==> src/rtl/hsi_style_ctrl_if.sv <==
// rtl/hsi_style_ctrl_if.sv - key/sync/enable inputs and committed HSI style outputs
interface hsi_style_ctrl_if;
  logic       iKEY_NEXT;
  logic       iKEY_PREV;
  logic [1:0] iSEL;
  logic [2:0] iEN;
  logic       iVS;
  logic       oSW_H;
  logic       oSW_S;
  logic       oSW_I;
  logic [2:0] oLVL_H;
  logic [2:0] oLVL_S;
  logic [2:0] oLVL_I;
  logic       oPEND;

  modport master (
    output iKEY_NEXT, iKEY_PREV, iSEL, iEN, iVS,
    input  oSW_H, oSW_S, oSW_I, oLVL_H, oLVL_S, oLVL_I, oPEND
  );

  modport slave (
    input  iKEY_NEXT, iKEY_PREV, iSEL, iEN, iVS,
    output oSW_H, oSW_S, oSW_I, oLVL_H, oLVL_S, oLVL_I, oPEND
  );
endinterface

==> src/rtl/hsi_style_ctrl.sv <==
// rtl/hsi_style_ctrl.sv - debounced key stepping of HSI levels, committed on vsync
// Optional demo auto-stepping while iSEL=11 is enabled by defining HSI_AUTO_CYCLE_EN.
module hsi_style_ctrl #(
  parameter int DB_CYCLES   = 250000,
  parameter int AUTO_FRAMES = 30
) (
  input logic              iCLK,
  input logic              iRST,
  hsi_style_ctrl_if.slave  bus
);

  localparam logic [1:0] ST_IDLE     = 2'd0;
  localparam logic [1:0] ST_PRESS_DB = 2'd1;
  localparam logic [1:0] ST_HELD     = 2'd2;
  localparam logic [1:0] ST_REL_DB   = 2'd3;

  localparam int            CW       = $clog2(DB_CYCLES);
  localparam logic [CW-1:0] CNT_LAST = CW'(DB_CYCLES - 1);
  localparam logic [2:0]    LVL_RST  = 3'b011;

  logic [1:0] next_sy;
  logic [1:0] prev_sy;
  logic [1:0] vs_sy;
  logic [2:0] en_sy1;
  logic [2:0] en_sy2;
  logic       vs_d;

  always_ff @(posedge iCLK or posedge iRST) begin
    if (iRST) begin
      next_sy <= '0;
      prev_sy <= '0;
      vs_sy   <= '0;
      en_sy1  <= '0;
      en_sy2  <= '0;
      vs_d    <= 1'b0;
    end else begin
      next_sy <= {next_sy[0], bus.iKEY_NEXT};
      prev_sy <= {prev_sy[0], bus.iKEY_PREV};
      vs_sy   <= {vs_sy[0], bus.iVS};
      en_sy1  <= bus.iEN;
      en_sy2  <= en_sy1;
      vs_d    <= vs_sy[1];
    end
  end

  logic key_next;
  logic key_prev;
  logic vs_rise;
  logic sel_none;

  assign key_next = next_sy[1];
  assign key_prev = prev_sy[1];
  assign vs_rise  = vs_sy[1] & ~vs_d;
  assign sel_none = (bus.iSEL == 2'b11);

  logic [1:0]    state;
  logic [CW-1:0] db_cnt;
  logic          key_dir;
  logic          key_hit;
  logic          step_evt;

  // The press is only held as valid while the latched key is the sole key down.
  assign key_hit  = key_dir ? (key_next & ~key_prev) : (key_prev & ~key_next);
  assign step_evt = (state == ST_PRESS_DB) && key_hit && (db_cnt == CNT_LAST);

  always_ff @(posedge iCLK or posedge iRST) begin
    if (iRST) begin
      state   <= ST_IDLE;
      db_cnt  <= '0;
      key_dir <= 1'b0;
    end else begin
      case (state)
        ST_IDLE: begin
          if (key_next ^ key_prev) begin
            state   <= ST_PRESS_DB;
            db_cnt  <= '0;
            key_dir <= key_next;
          end
        end
        ST_PRESS_DB: begin
          if (!key_hit) begin
            state <= ST_IDLE;
          end else if (db_cnt == CNT_LAST) begin
            state <= ST_HELD;
          end else begin
            db_cnt <= db_cnt + CW'(1);
          end
        end
        ST_HELD: begin
          if (!key_next && !key_prev) begin
            state  <= ST_REL_DB;
            db_cnt <= '0;
          end
        end
        ST_REL_DB: begin
          if (key_next || key_prev) begin
            state <= ST_HELD;
          end else if (db_cnt == CNT_LAST) begin
            state <= ST_IDLE;
          end else begin
            db_cnt <= db_cnt + CW'(1);
          end
        end
        default: state <= ST_IDLE;
      endcase
    end
  end

  logic auto_step;

`ifdef HSI_AUTO_CYCLE_EN
  localparam int FW = $clog2(AUTO_FRAMES + 1);
  logic [FW-1:0] frame_cnt;

  assign auto_step = vs_rise && sel_none && (frame_cnt == FW'(AUTO_FRAMES - 1));

  always_ff @(posedge iCLK or posedge iRST) begin
    if (iRST) begin
      frame_cnt <= '0;
    end else if (!sel_none) begin
      frame_cnt <= '0;
    end else if (vs_rise) begin
      frame_cnt <= auto_step ? '0 : frame_cnt + FW'(1);
    end
  end
`else
  assign auto_step = 1'b0;
`endif

  // Index 0=H, 1=S, 2=I for levels; enables keep the {H,S,I} bit order of iEN.
  logic [2:0][2:0] stg_lvl;
  logic [2:0][2:0] com_lvl;
  logic [2:0][2:0] lvl_nxt;
  logic [2:0][2:0] com_lvl_nxt;
  logic [2:0]      stg_en;
  logic [2:0]      com_en;
  logic [2:0]      com_en_nxt;
  logic            pend;

  always_comb begin
    lvl_nxt = stg_lvl;
    if (step_evt && !sel_none) begin
      if (key_dir && (stg_lvl[bus.iSEL] != 3'd7)) begin
        lvl_nxt[bus.iSEL] = stg_lvl[bus.iSEL] + 3'd1;
      end else if (!key_dir && (stg_lvl[bus.iSEL] != 3'd0)) begin
        lvl_nxt[bus.iSEL] = stg_lvl[bus.iSEL] - 3'd1;
      end
    end
    if (auto_step) begin
      for (int c = 0; c < 3; c++) begin
        lvl_nxt[c] = stg_lvl[c] + 3'd1;
      end
    end
  end

  // Commit copies the pre-event staged set, so a same-cycle step stays pending.
  assign com_lvl_nxt = vs_rise ? stg_lvl : com_lvl;
  assign com_en_nxt  = vs_rise ? stg_en  : com_en;

  always_ff @(posedge iCLK or posedge iRST) begin
    if (iRST) begin
      stg_lvl <= {LVL_RST, LVL_RST, LVL_RST};
      com_lvl <= {LVL_RST, LVL_RST, LVL_RST};
      stg_en  <= '0;
      com_en  <= '0;
      pend    <= 1'b0;
    end else begin
      stg_lvl <= lvl_nxt;
      stg_en  <= en_sy2;
      com_lvl <= com_lvl_nxt;
      com_en  <= com_en_nxt;
      pend    <= (lvl_nxt != com_lvl_nxt) || (en_sy2 != com_en_nxt);
    end
  end

  assign bus.oSW_H  = com_en[2];
  assign bus.oSW_S  = com_en[1];
  assign bus.oSW_I  = com_en[0];
  assign bus.oLVL_H = com_lvl[0];
  assign bus.oLVL_S = com_lvl[1];
  assign bus.oLVL_I = com_lvl[2];
  assign bus.oPEND  = pend;

endmodule

==> src/flat_wrapper.sv <==
// flat-port wrapper written by rule: the top's interface ports become plain ports
module hsi_style_ctrl_flat 
#(
  parameter int DB_CYCLES   = 250000,
  parameter int AUTO_FRAMES = 30
)
  (iCLK, iRST, bus_iKEY_NEXT, bus_iKEY_PREV, bus_iSEL, bus_iEN, bus_iVS, bus_oSW_H, bus_oSW_S, bus_oSW_I, bus_oLVL_H, bus_oLVL_S, bus_oLVL_I, bus_oPEND);
  hsi_style_ctrl_if bus_i ();
  input logic iCLK;
  input logic iRST;
  input wire logic [$bits(bus_i.iKEY_NEXT)-1:0] bus_iKEY_NEXT;
  input wire logic [$bits(bus_i.iKEY_PREV)-1:0] bus_iKEY_PREV;
  input wire logic [$bits(bus_i.iSEL)-1:0] bus_iSEL;
  input wire logic [$bits(bus_i.iEN)-1:0] bus_iEN;
  input wire logic [$bits(bus_i.iVS)-1:0] bus_iVS;
  output wire logic [$bits(bus_i.oSW_H)-1:0] bus_oSW_H;
  output wire logic [$bits(bus_i.oSW_S)-1:0] bus_oSW_S;
  output wire logic [$bits(bus_i.oSW_I)-1:0] bus_oSW_I;
  output wire logic [$bits(bus_i.oLVL_H)-1:0] bus_oLVL_H;
  output wire logic [$bits(bus_i.oLVL_S)-1:0] bus_oLVL_S;
  output wire logic [$bits(bus_i.oLVL_I)-1:0] bus_oLVL_I;
  output wire logic [$bits(bus_i.oPEND)-1:0] bus_oPEND;
  assign bus_i.iKEY_NEXT = bus_iKEY_NEXT;
  assign bus_i.iKEY_PREV = bus_iKEY_PREV;
  assign bus_i.iSEL = bus_iSEL;
  assign bus_i.iEN = bus_iEN;
  assign bus_i.iVS = bus_iVS;
  assign bus_oSW_H = bus_i.oSW_H;
  assign bus_oSW_S = bus_i.oSW_S;
  assign bus_oSW_I = bus_i.oSW_I;
  assign bus_oLVL_H = bus_i.oLVL_H;
  assign bus_oLVL_S = bus_i.oLVL_S;
  assign bus_oLVL_I = bus_i.oLVL_I;
  assign bus_oPEND = bus_i.oPEND;
  hsi_style_ctrl #(.DB_CYCLES(DB_CYCLES), .AUTO_FRAMES(AUTO_FRAMES)) u_core (.iCLK(iCLK), .iRST(iRST), .bus(bus_i));
endmodule
==> config.mk <==
export PLATFORM = sky130hd
export DESIGN_NAME = hsi_style_ctrl_flat
export DESIGN_NICKNAME = d
export VERILOG_FILES = /design/src/rtl/hsi_style_ctrl_if.sv /design/src/rtl/hsi_style_ctrl.sv /design/src/flat_wrapper.sv
export SDC_FILE = /design/constraint.sdc
export NUM_CORES = 1
export LEC_CHECK = 0
export CAP_MARGIN = 25
export CORE_MARGIN = 2
export CORE_UTILIZATION = 60
export CTS_BUF_LIST = sky130_fd_sc_hd__clkbuf_16
export CTS_CLUSTER_SIZE = 16
export DETAILED_ROUTE_END_ITERATION = 10
export DONT_BUFFER_PORTS = 1
export GPL_ROUTABILITY_DRIVEN = 0
export PLACE_DENSITY = 0.79
export SYNTH_ARGS = -nofsm -noshare
export SYNTH_HDL_FRONTEND = slang
export SYNTH_SLANG_ARGS = --single-unit
==> constraint.sdc <==
create_clock -name iCLK -period 3.4 [get_ports iCLK]
set_input_delay 0.68 -clock iCLK [delete_from_list [all_inputs] [get_ports iCLK]]
set_output_delay 0.68 -clock iCLK [all_outputs]
set_load 0.05 [all_outputs]
==> out/qor.txt <==
CTS Sinks - 59
Most frequent cells in the layout - 47 x dfrtp_1, 42 x nand2_1, 29 x nor2_1, 20 x xor2_1, 16 x inv_1
WS Path Type - register to register
R2r setup slk - 0.45 ns
Starting Density - 62.6%
Leakage power - 1.65 nW
Max Slew Vio Count - 0
CTS H-tree lvls - 3
Later-pin clock latency in the skew report - 0.33 ns
Die X - 74.2 µm
RSZ-0062 raised after global routing - false
Max Cap Viol - 0
Fin Setup TNS - 0 ns
DRT iter0 DRCs - 195
Rows - 25
Antenna violations before repair - 0
Min Hold Slack - 0.290 ns
Area grow syn2layout - 14.4%
Syn_area_per_cell - 10.3 µm²
Status - completed
Worst VDD drop - 0.000643 V
CTS Buf Count - 9
Clk buf depth - 2
Top_reg_cell synth - dfrtp_1
Share of layout cells above drive strength 1 - 15.4%
Chip Height - 74.2 µm
Crit path max fanout - 6
Fin crit period - 2.95 ns
F_max - 338 MHz
Drt via density - 5.75
YS warnings - 0
Post-Syn Instances - 286
Vias in the first global route - 2174
Ant. Diodes - 0
CP startpoint kind - register
Fillers - 319
Sequential area share after synthesis - 50.4%
R2r worst-path depth - 12
Cts hold-fix bufs - 0
Setup Fix Bufs, Post-CTS - 0
Final hold violations - 0
Final Net Count - 312
Post-synth cell types - 49
Wire per inst - 16.2 µm
Detail Route Antenna Nets - 0
Clk slew on worst S/H paths - 0.05 ns
First-pass GRT wire length - 10.1 mm
Input/output buffers - 0
IO Count - 23
Power per cell area - 619 mW/mm²
Synth area leaders - dfrtp_1 40%, dfstp_2 11%, xor2_1 5.9%
Vias post-DR - 2105
Final setup violating endpoints - 0
Required @ worst endpoint - 3.58 ns
RR Startpoint - u_core.stg_lvl[4]
DR pass1 iterations - 4
Area of the core - 0.00472 mm²
Pin count of the biggest net entering global routing - 29
Die area - 0.00551 mm²
Crit path DAT - 3.14 ns
Clock Skew - 0.00516 ns
Worst R2R End - u_core.bus.oPEND
Share of flip-flops with an asynchronous set or reset - 100%
Cts repair resizes - 0
HPWL after detailed placement - 3.99 mm
CP Capture Type - register
Total length of routed wires - 5.93 mm
Synth area leader - dfrtp_1
Most common cell after layout, fill and taps aside - dfrtp_1
Area share of the largest cell type after synthesis - 39.8%
Post-Syn Nets - 304
Min-Delay Path Class - input pin to asynchronous set/reset pin
Tcrit/Tclk final - 86.9%
EDFF count, synth - 0
TritonCTS clock tree - done
GRT Util Overall - 24.7%
DRC viols - 0
Setup crit start - u_core.stg_lvl[4]
Clock root cell - clkbuf_16
Worst-margin pin slew - 0.574 ns
Mapped Area - 0.00296 mm²
Grt total ovfl - 0
Rel. slew slack - 61.3%
#FFs+latches synth - 59
-- where the power goes --
| part | internal, W | total, W | switching [W] | leakage (nW) |
|---|---|---|---|---|
| Combinational | 0.000103 | 0.000268 | 0.000165 | 0.750 |
| Sequential | 0.000747 | 0.000827 | 0.0000795 | 0.727 |
| Clock | 0.000706 | 0.00100 | 0.000296 | 0.168 |
-- cells in the mapped netlist, types with 4 or more instances --
cell,instances
nand4_1,5
o21ai_0,11
nand2_1,42
xor2_1,20
nor2_1,29
nand2b_1,4
ha_1,8
nand3_1,7
clkbuf_1,4
dfstp_2,12
xnor2_1,10
and3_1,4
o31ai_1,4
dfrtp_1,47
nor3_1,6
mux2i_1,7
inv_1,16
a21oi_1,6
-- per-stage QoR --
step,worst slack [ns],std cells,instance area (µm²),utilization (%),power [W]
2_1_floorplan,0.269,286,2960,-,0.00104
3_3_place_gp,0.318,349,3030,64.2,0.00109
3_5_place_dp,0.193,350,3050,64.6,0.00110
4_1_cts,0.485,366,3380,71.7,0.00211
5_1_grt,0.197,366,3380,71.7,0.00218
6_report,0.445,366,3380,71.7,0.00210
-- how the worst max path moves through the flow --
stage,end,cells after the start
floorplan,u_core.bus.oPEND,14
global placement,u_core.bus.oPEND,13
detailed placement,u_core.bus.oPEND,13
CTS,u_core.bus.oPEND,13
global route,u_core.bus.oPEND,13
finish,u_core.bus.oPEND,12
-- cells by family after synthesis --
kind of cell	synth area share [%]
flops	50.4
xor+xnor	8.88
buf+inv	3.13
fa+ha+maj	3.38
compound gates	9.65
mux	3.51
simple gates	21.0
-- routing by layer --
metal	wire length [µm]	vias to the layer above	track usage [%]	share of wire, %
met3	348	13	6.91	5.9
met5	0	-	0	0
met1	2730	1027	32.9	46
li1	-	993	-	-
met4	114	0	13.7	1.9
met2	2740	72	36.7	46
-- worst max-delay path, stage by stage, from the launching register on --
cell,delay (ns)
dfstp_2,0.55
mux2i_1,0.08
nor2_1,0.10
a21oi_1,0.07
ha_1,0.23
ha_1,0.23
mux2i_1,0.22
nand2_1,0.21
o31a_1,0.32
a31o_1,0.22
xor2_1,0.17
nor4_2,0.27
nand4_1,0.14
-- final cells by class --
type	instances	area, µm²	share of cell area (%)
clock buffers	9	225	6.65
repair buffers	4	42.5	1.26
well taps	67	83.8	2.48
clock inverters	7	108	3.18
flip-flops and latches	59	1490	44.1
multi-input cells	204	1370	40.6
inverters	16	60.1	1.77
-- sequential cells by signal, summed over array words and instances, names as in the netlist, 3 cells and up --
signal             cells
u_core.bus.oLVL_H      3
u_core.bus.oLVL_I      3
u_core.bus.oLVL_S      3
u_core.com_en          3
u_core.db_cnt         18
u_core.en_sy1          3
u_core.en_sy2          3
u_core.stg_en          3
u_core.stg_lvl         9
Note: power is estimated with default switching activity, not from simulation.
==> RTL edit 1 (same settings) <==
`DB_CYCLES` is set to 250000 in 2 places; all go to 125000.
--- a/src/rtl/hsi_style_ctrl.sv
+++ b/src/rtl/hsi_style_ctrl.sv
@@ -3,3 +3,3 @@
 module hsi_style_ctrl #(
-  parameter int DB_CYCLES   = 250000,
+  parameter int DB_CYCLES   = 125000,
   parameter int AUTO_FRAMES = 30
--- a/src/flat_wrapper.sv
+++ b/src/flat_wrapper.sv
@@ -3,3 +3,3 @@
 #(
-  parameter int DB_CYCLES   = 250000,
+  parameter int DB_CYCLES   = 125000,
   parameter int AUTO_FRAMES = 30
Formal check against the unedited RTL: same outputs for any inputs over 10 cycles, from zero or initial values and one cycle with iRST high; that may be too few to reach the edited logic, so the function may still have changed.
==> RTL edit 1 against the original RTL <==
Synthesized area decreased by 1.8%. Synthesized cell count down 11%. Sequential cell count fell by 1. Final area down 3.5%. Worst setup slack lost 0.16 ns. Power down 7.4%. Critical endpoint unchanged. Cell count fell by 12%. Wire length decreased by 8.9%.
==> RTL edit 1: results (changes against the original RTL) <==
* Hold slack at 0.270 ns (was 0.290 ns)
* Peak VDD IR at 0.605 mV (was 0.643 mV)
* Top FF cell, synth: dfrtp_1 (unchanged)
* Status: complete, no violations (unchanged)
* Syn. warnings at 0 (unchanged)
* Worst skew pair latency at 0.33 ns (about the same)
* Post-synthesis sequential area ratio at 0.505 (was 0.504)
* Synth cell count leaders: dfrtp_1, nor2_1, xnor2_1 (was dfrtp_1, nand2_1, nor2_1)
* Port Buffers at 0 (unchanged)
* Total CTS buffers at 9 (unchanged)
* Synth top area cells: dfrtp_1, dfstp_2, mux2_2 (was dfrtp_1, dfstp_2, xor2_1)
* Largest net degree at the start of global routing at 36 (was 29)
* Share of layout cells above drive strength 1 at 0.213 (was 0.154)
* Routed vias at 1904 (was 2105)
* Post-CTS setup buffer count at 0 (unchanged)
* Fin nets at 281 (was 312)
* Syn_nets at 272 (was 304)
* DP HPWL at 3.69 mm (was 3.99 mm)
* Largest regs: u_core.db_cnt x17, u_core.stg_lvl x9 (was u_core.db_cnt x18, u_core.stg_lvl x9)
* Iteration-0 DRC Markers at 168 (was 195)
* Dpl ws at 0.0906 ns (was 0.193 ns)
* GRT Util Overall at 0.223 (was 0.247)
* Vias in the first global route at 1954 (was 2174)
* Initial antenna violation count at 0 (unchanged)
* Vias/cell at 5.91 (was 5.75)
* GRT met3 Usage at 0.0713 (was 0.0691)
* LEAKAGE at 1.50 nW (was 1.65 nW)
* Placed Cells at 306 (was 350)
* Met2 GRT Util at 0.365 (was 0.367)
* First-pass GRT wire length at 8.99 mm (was 10.1 mm)
* CP peak stage delay at around 0.56 ns
* WL per Instance at 16.8 µm (was 16.2 µm)
* Number of fillers in the final layout at 330 (was 319)
* R2R Setup Slk at 0.28 ns (was 0.45 ns)
* Worst Path Arrival at 3.31 ns (was 3.14 ns)
* Mapped Avg Cell Area at 11.4 µm² (was 10.3 µm²)
* GR Util met1 at 0.276 (was 0.329)
* Synth unique cells at 51 (was 49)
* Clk_skew at 0.00748 ns (was 0.00516 ns)
* Deepest clock path buffer count at 2 (unchanged)
* Pin slew with the least headroom to its limit at 0.638 ns (was 0.574 ns)
* Critical-path maximum fanout at 5 (was 6)
RTL edit 1: changes by cell type after synthesis, sizes merged, moves of 4 or more:
cell / before / now
nor4b: 0 / 4
xor2: 20 / 13
nand2: 42 / 12
mux2: 3 / 11
nand4: 5 / 9
xnor2: 10 / 14
nor3: 7 / 3
o31ai: 5 / 0
nor2: 29 / 23
RTL edit 1: worst max-delay path by stage:
stage                      start                to  slack (ns)  depth (start not counted)
3_5_place_dp         bus_iSEL[0]  u_core.bus.oPEND        0.09                         13
2_1_floorplan        bus_iSEL[0]  u_core.bus.oPEND        0.02                         14
4_1_cts        u_core.stg_lvl[4]  u_core.bus.oPEND        0.32                         12
6_report       u_core.stg_lvl[4]  u_core.bus.oPEND        0.28                         12
3_3_place_gp         bus_iSEL[0]  u_core.bus.oPEND        0.15                         13
5_1_grt        u_core.stg_lvl[4]  u_core.bus.oPEND        0.13                         12
RTL edit 1: worst reg2reg max path, stage by stage, from the launching register on:
cell and delay (ns):
dfstp_2 0.56, mux2i_1 0.09, nor2_1 0.10, a21oi_1 0.06
ha_1 0.23, ha_1 0.24, mux2i_1 0.25, nand2_1 0.15
nor4_4 0.28, o21ai_1 0.16, xnor2_1 0.16, or4_1 0.53
nand4b_1 0.19
RTL edit 1: per-stage QoR:
step	area [µm²]	utilization
detailed placement	2970	0.633
global placement	2970	0.633
CTS	3270	0.696
global route	3270	0.696
finish	3270	0.696
floorplan	2910	-
RTL edit 1: area by class of cell:
type	instances	area [µm²]	area share
well taps	54	67.6	0.0207
clock inverters	7	70.1	0.0215
repair buffers	5	37.5	0.0115
multi-input cells	175	1350	0.412
flip-flops and latches	58	1470	0.449
inverters	14	52.6	0.0161
clock buffers	9	225	0.0690
RTL edit 1: per-layer routing:
| layer | vias up | routed length (µm) |
|---|---|---|
| met3 | 8 | 200 |
| met1 | 957 | 2520 |
| met4 | 0 | 73 |
| li1 | 909 | - |
| met2 | 30 | 2610 |
| met5 | - | 0 |
RTL edit 1: kinds of logic (layout without fill, tap and decap cells):
kind of cell | Yosys count | in the layout | share of synthesized area
muxes | 17 | 17 | 0.0646
adders and majority gates | 8 | 8 | 0.0345
AOI/OAI and AO/OA | 30 | 30 | 0.0642
DFF | 58 | 58 | 0.505
xor gates and xnor gates | 30 | 30 | 0.106
buffers and inverters | 21 | 35 | 0.0327
and+or+nand+nor | 90 | 90 | 0.194
RTL edit 1: power by group:
group	total [mW]	switching (mW)	internal (mW)	leakage (nW)
clock network	0.879	0.316	0.563	0.135
registers	0.810	0.0751	0.735	0.712
logic	0.254	0.162	0.0921	0.651
==> RTL edit 2 (same flow settings) <==
Made on the original files. One comparison of `db_cnt` changes from == to >=.
--- a/src/rtl/hsi_style_ctrl.sv
+++ b/src/rtl/hsi_style_ctrl.sv
@@ -63,3 +63,3 @@
   assign key_hit  = key_dir ? (key_next & ~key_prev) : (key_prev & ~key_next);
-  assign step_evt = (state == ST_PRESS_DB) && key_hit && (db_cnt == CNT_LAST);
+  assign step_evt = (state == ST_PRESS_DB) && key_hit && (db_cnt >= CNT_LAST);
 
Function: no difference found for any inputs over 10 cycles, from zero or initial values and one cycle with iRST high; that may be too few to reach the edited logic, so the function may still have changed.
==> RTL edit 2 against the original RTL <==
Synthesized area grew 8.5%. Critical path type unchanged. Wire length grew 18%. Die area grew 8.0%. Power grew 1.0%. Maximum frequency shrank 6.0%. Worst setup slack lost 0.19 ns. Combinational power is essentially flat. Global-route usage grew 1.0 points. Sequential cell count is the same. Sequential share of layout area shrank 3.3 points. Final area grew 8.1%. Hold slack gained 0.055 ns. Synthesized cell count grew 12%.
==> RTL edit 2: results (changes against the original RTL) <==
* Status: complete, no violations (unchanged)
* Async set-reset flop share out of synthesis at 1.00 (unchanged)
* DRT Pass-1 Iters at 5 (was 4)
* Final std cells w/o fill at 401 (was 366)
* Class of the worst hold path: flop to flop (was input port to asynchronous set/reset pin)
* Post-CTS setup buffer count at 0 (unchanged)
* Largest net degree at the start of global routing at 60 (was 29)
* Critical-path maximum fanout at 9 (was 6)
* Synth unique cells at 58 (was 49)
* Reg clk slew, reported paths at 0.05 ns (about the same)
* Worst skew pair latency at 0.33 ns (about the same)
* Largest regs: u_core.db_cnt x18, u_core.stg_lvl x9 (unchanged)
* Clk tree area frac at 0.0930 (was 0.0983)
* Synth top area cells: dfrtp_1, dfstp_2, nand2_1 (was dfrtp_1, dfstp_2, xor2_1)
* LEAKAGE at 1.67 nW (was 1.65 nW)
* Buffers excl. clock at 8 (was 4)
* Post-CTS resize count at 0 (unchanged)
* Placed Cells at 385 (was 350)
* Area after DPL at 3320 µm² (was 3050 µm²)
* GRT met3 Usage at 0.0529 (was 0.0691)
* Syn_nets at 338 (was 304)
* Dpl ws at 0.0990 ns (was 0.193 ns)
* Vias in the first global route at 2415 (was 2174)
* Vias/cell at 6.20 (was 5.75)
* CTS root buf: clkbuf_16 (unchanged)
* Synth cell count leaders: dfrtp_1, nand2_1, nor2_1 (unchanged)
* Iteration-0 DRC Markers at 173 (was 195)
* Non-Clock Buffer Area Fraction at 0.0164 (was 0.0126)
* Top Family by Delay on Critical Path: simple AND/OR/NAND/NOR gates (unchanged)
* GR Util met1 at 0.350 (was 0.329)
* First-pass GRT wire length at 11.9 mm (was 10.1 mm)
* Metal3 WL at 375 µm (was 348 µm)
* Synthesized instance count at 320 (was 286)
* Metal2 WL at 3.34 mm (was 2.74 mm)
* Clock share of power at 0.484 (was 0.478)
* Multi-In Gates at 231 (was 204)
* Rel. slew slack at 0.528 (was 0.613)
* Post-synthesis sequential area ratio at 0.465 (was 0.504)
* CP max stage cell: a2111oi_1 (was dfstp_2)
* Metal-1 WL at 3.10 mm (was 2.73 mm)
* Multi-input gate area at 1620 µm² (was 1370 µm²)
* Worst Path Arrival at 3.33 ns (was 3.14 ns)
* Final instance area at 3660 µm² (was 3380 µm²)
* Seq_cells at 59 (unchanged)
* DP HPWL at 4.62 mm (was 3.99 mm)
* GRT Util Overall at 0.257 (was 0.247)
* CP peak stage delay at 0.45 ns (was 0.55 ns)
* Deepest clock path buffer count at 2 (unchanged)
* Share of layout cells above drive strength 1 at 0.157 (was 0.154)
* Inverters excl. clock at 17 (was 16)
* Fin nets at 344 (was 312)
* Sequential power at 826 µW (was 827 µW)
* WL per Instance at 17.4 µm (was 16.2 µm)
* Clk_skew at 0.00499 ns (was 0.00516 ns)
* Met2 GRT Util at 0.398 (was 0.367)
* Clk_buf instances at 9 (unchanged)
* Net switching power at 561 µW (was 541 µW)
* Peak VDD IR at 0.427 mV (was 0.643 mV)
* # H-tree levels at 3 (unchanged)
* Number of fillers in the final layout at 398 (was 319)
==> RTL edit 2: final timing paths <==
| path | endpoint | slack (ns) | start | cells past startpoint |
|---|---|---|---|---|
| min reg2reg | u_core.en_sy2[1] | 0.34 | u_core.en_sy1[1] | 0 |
| max | u_core.bus.oPEND | 0.26 | u_core.stg_lvl[1] | 13 |
| min in group asynchronous | u_core.en_sy1[2] | 0.44 | iRST | 2 |
| max reg2reg | u_core.bus.oPEND | 0.26 | u_core.stg_lvl[1] | 13 |
| min | u_core.en_sy2[1] | 0.34 | u_core.en_sy1[1] | 0 |
| max in group asynchronous | u_core.key_dir | 2.50 | iRST | 2 |
==> RTL edit 2: logic make-up (layout without fill, tap and decap cells) <==
group,Yosys count,in the layout,synth area share
multiplexers,11,11,0.0394
AO/OA/AOI/OAI,68,68,0.168
XOR/XNOR,22,22,0.0690
AND/OR/NAND/NOR,122,122,0.192
flip-flops,59,59,0.465
buffers and inverters,30,41,0.0363
adder cells (fa/ha/maj),8,8,0.0312
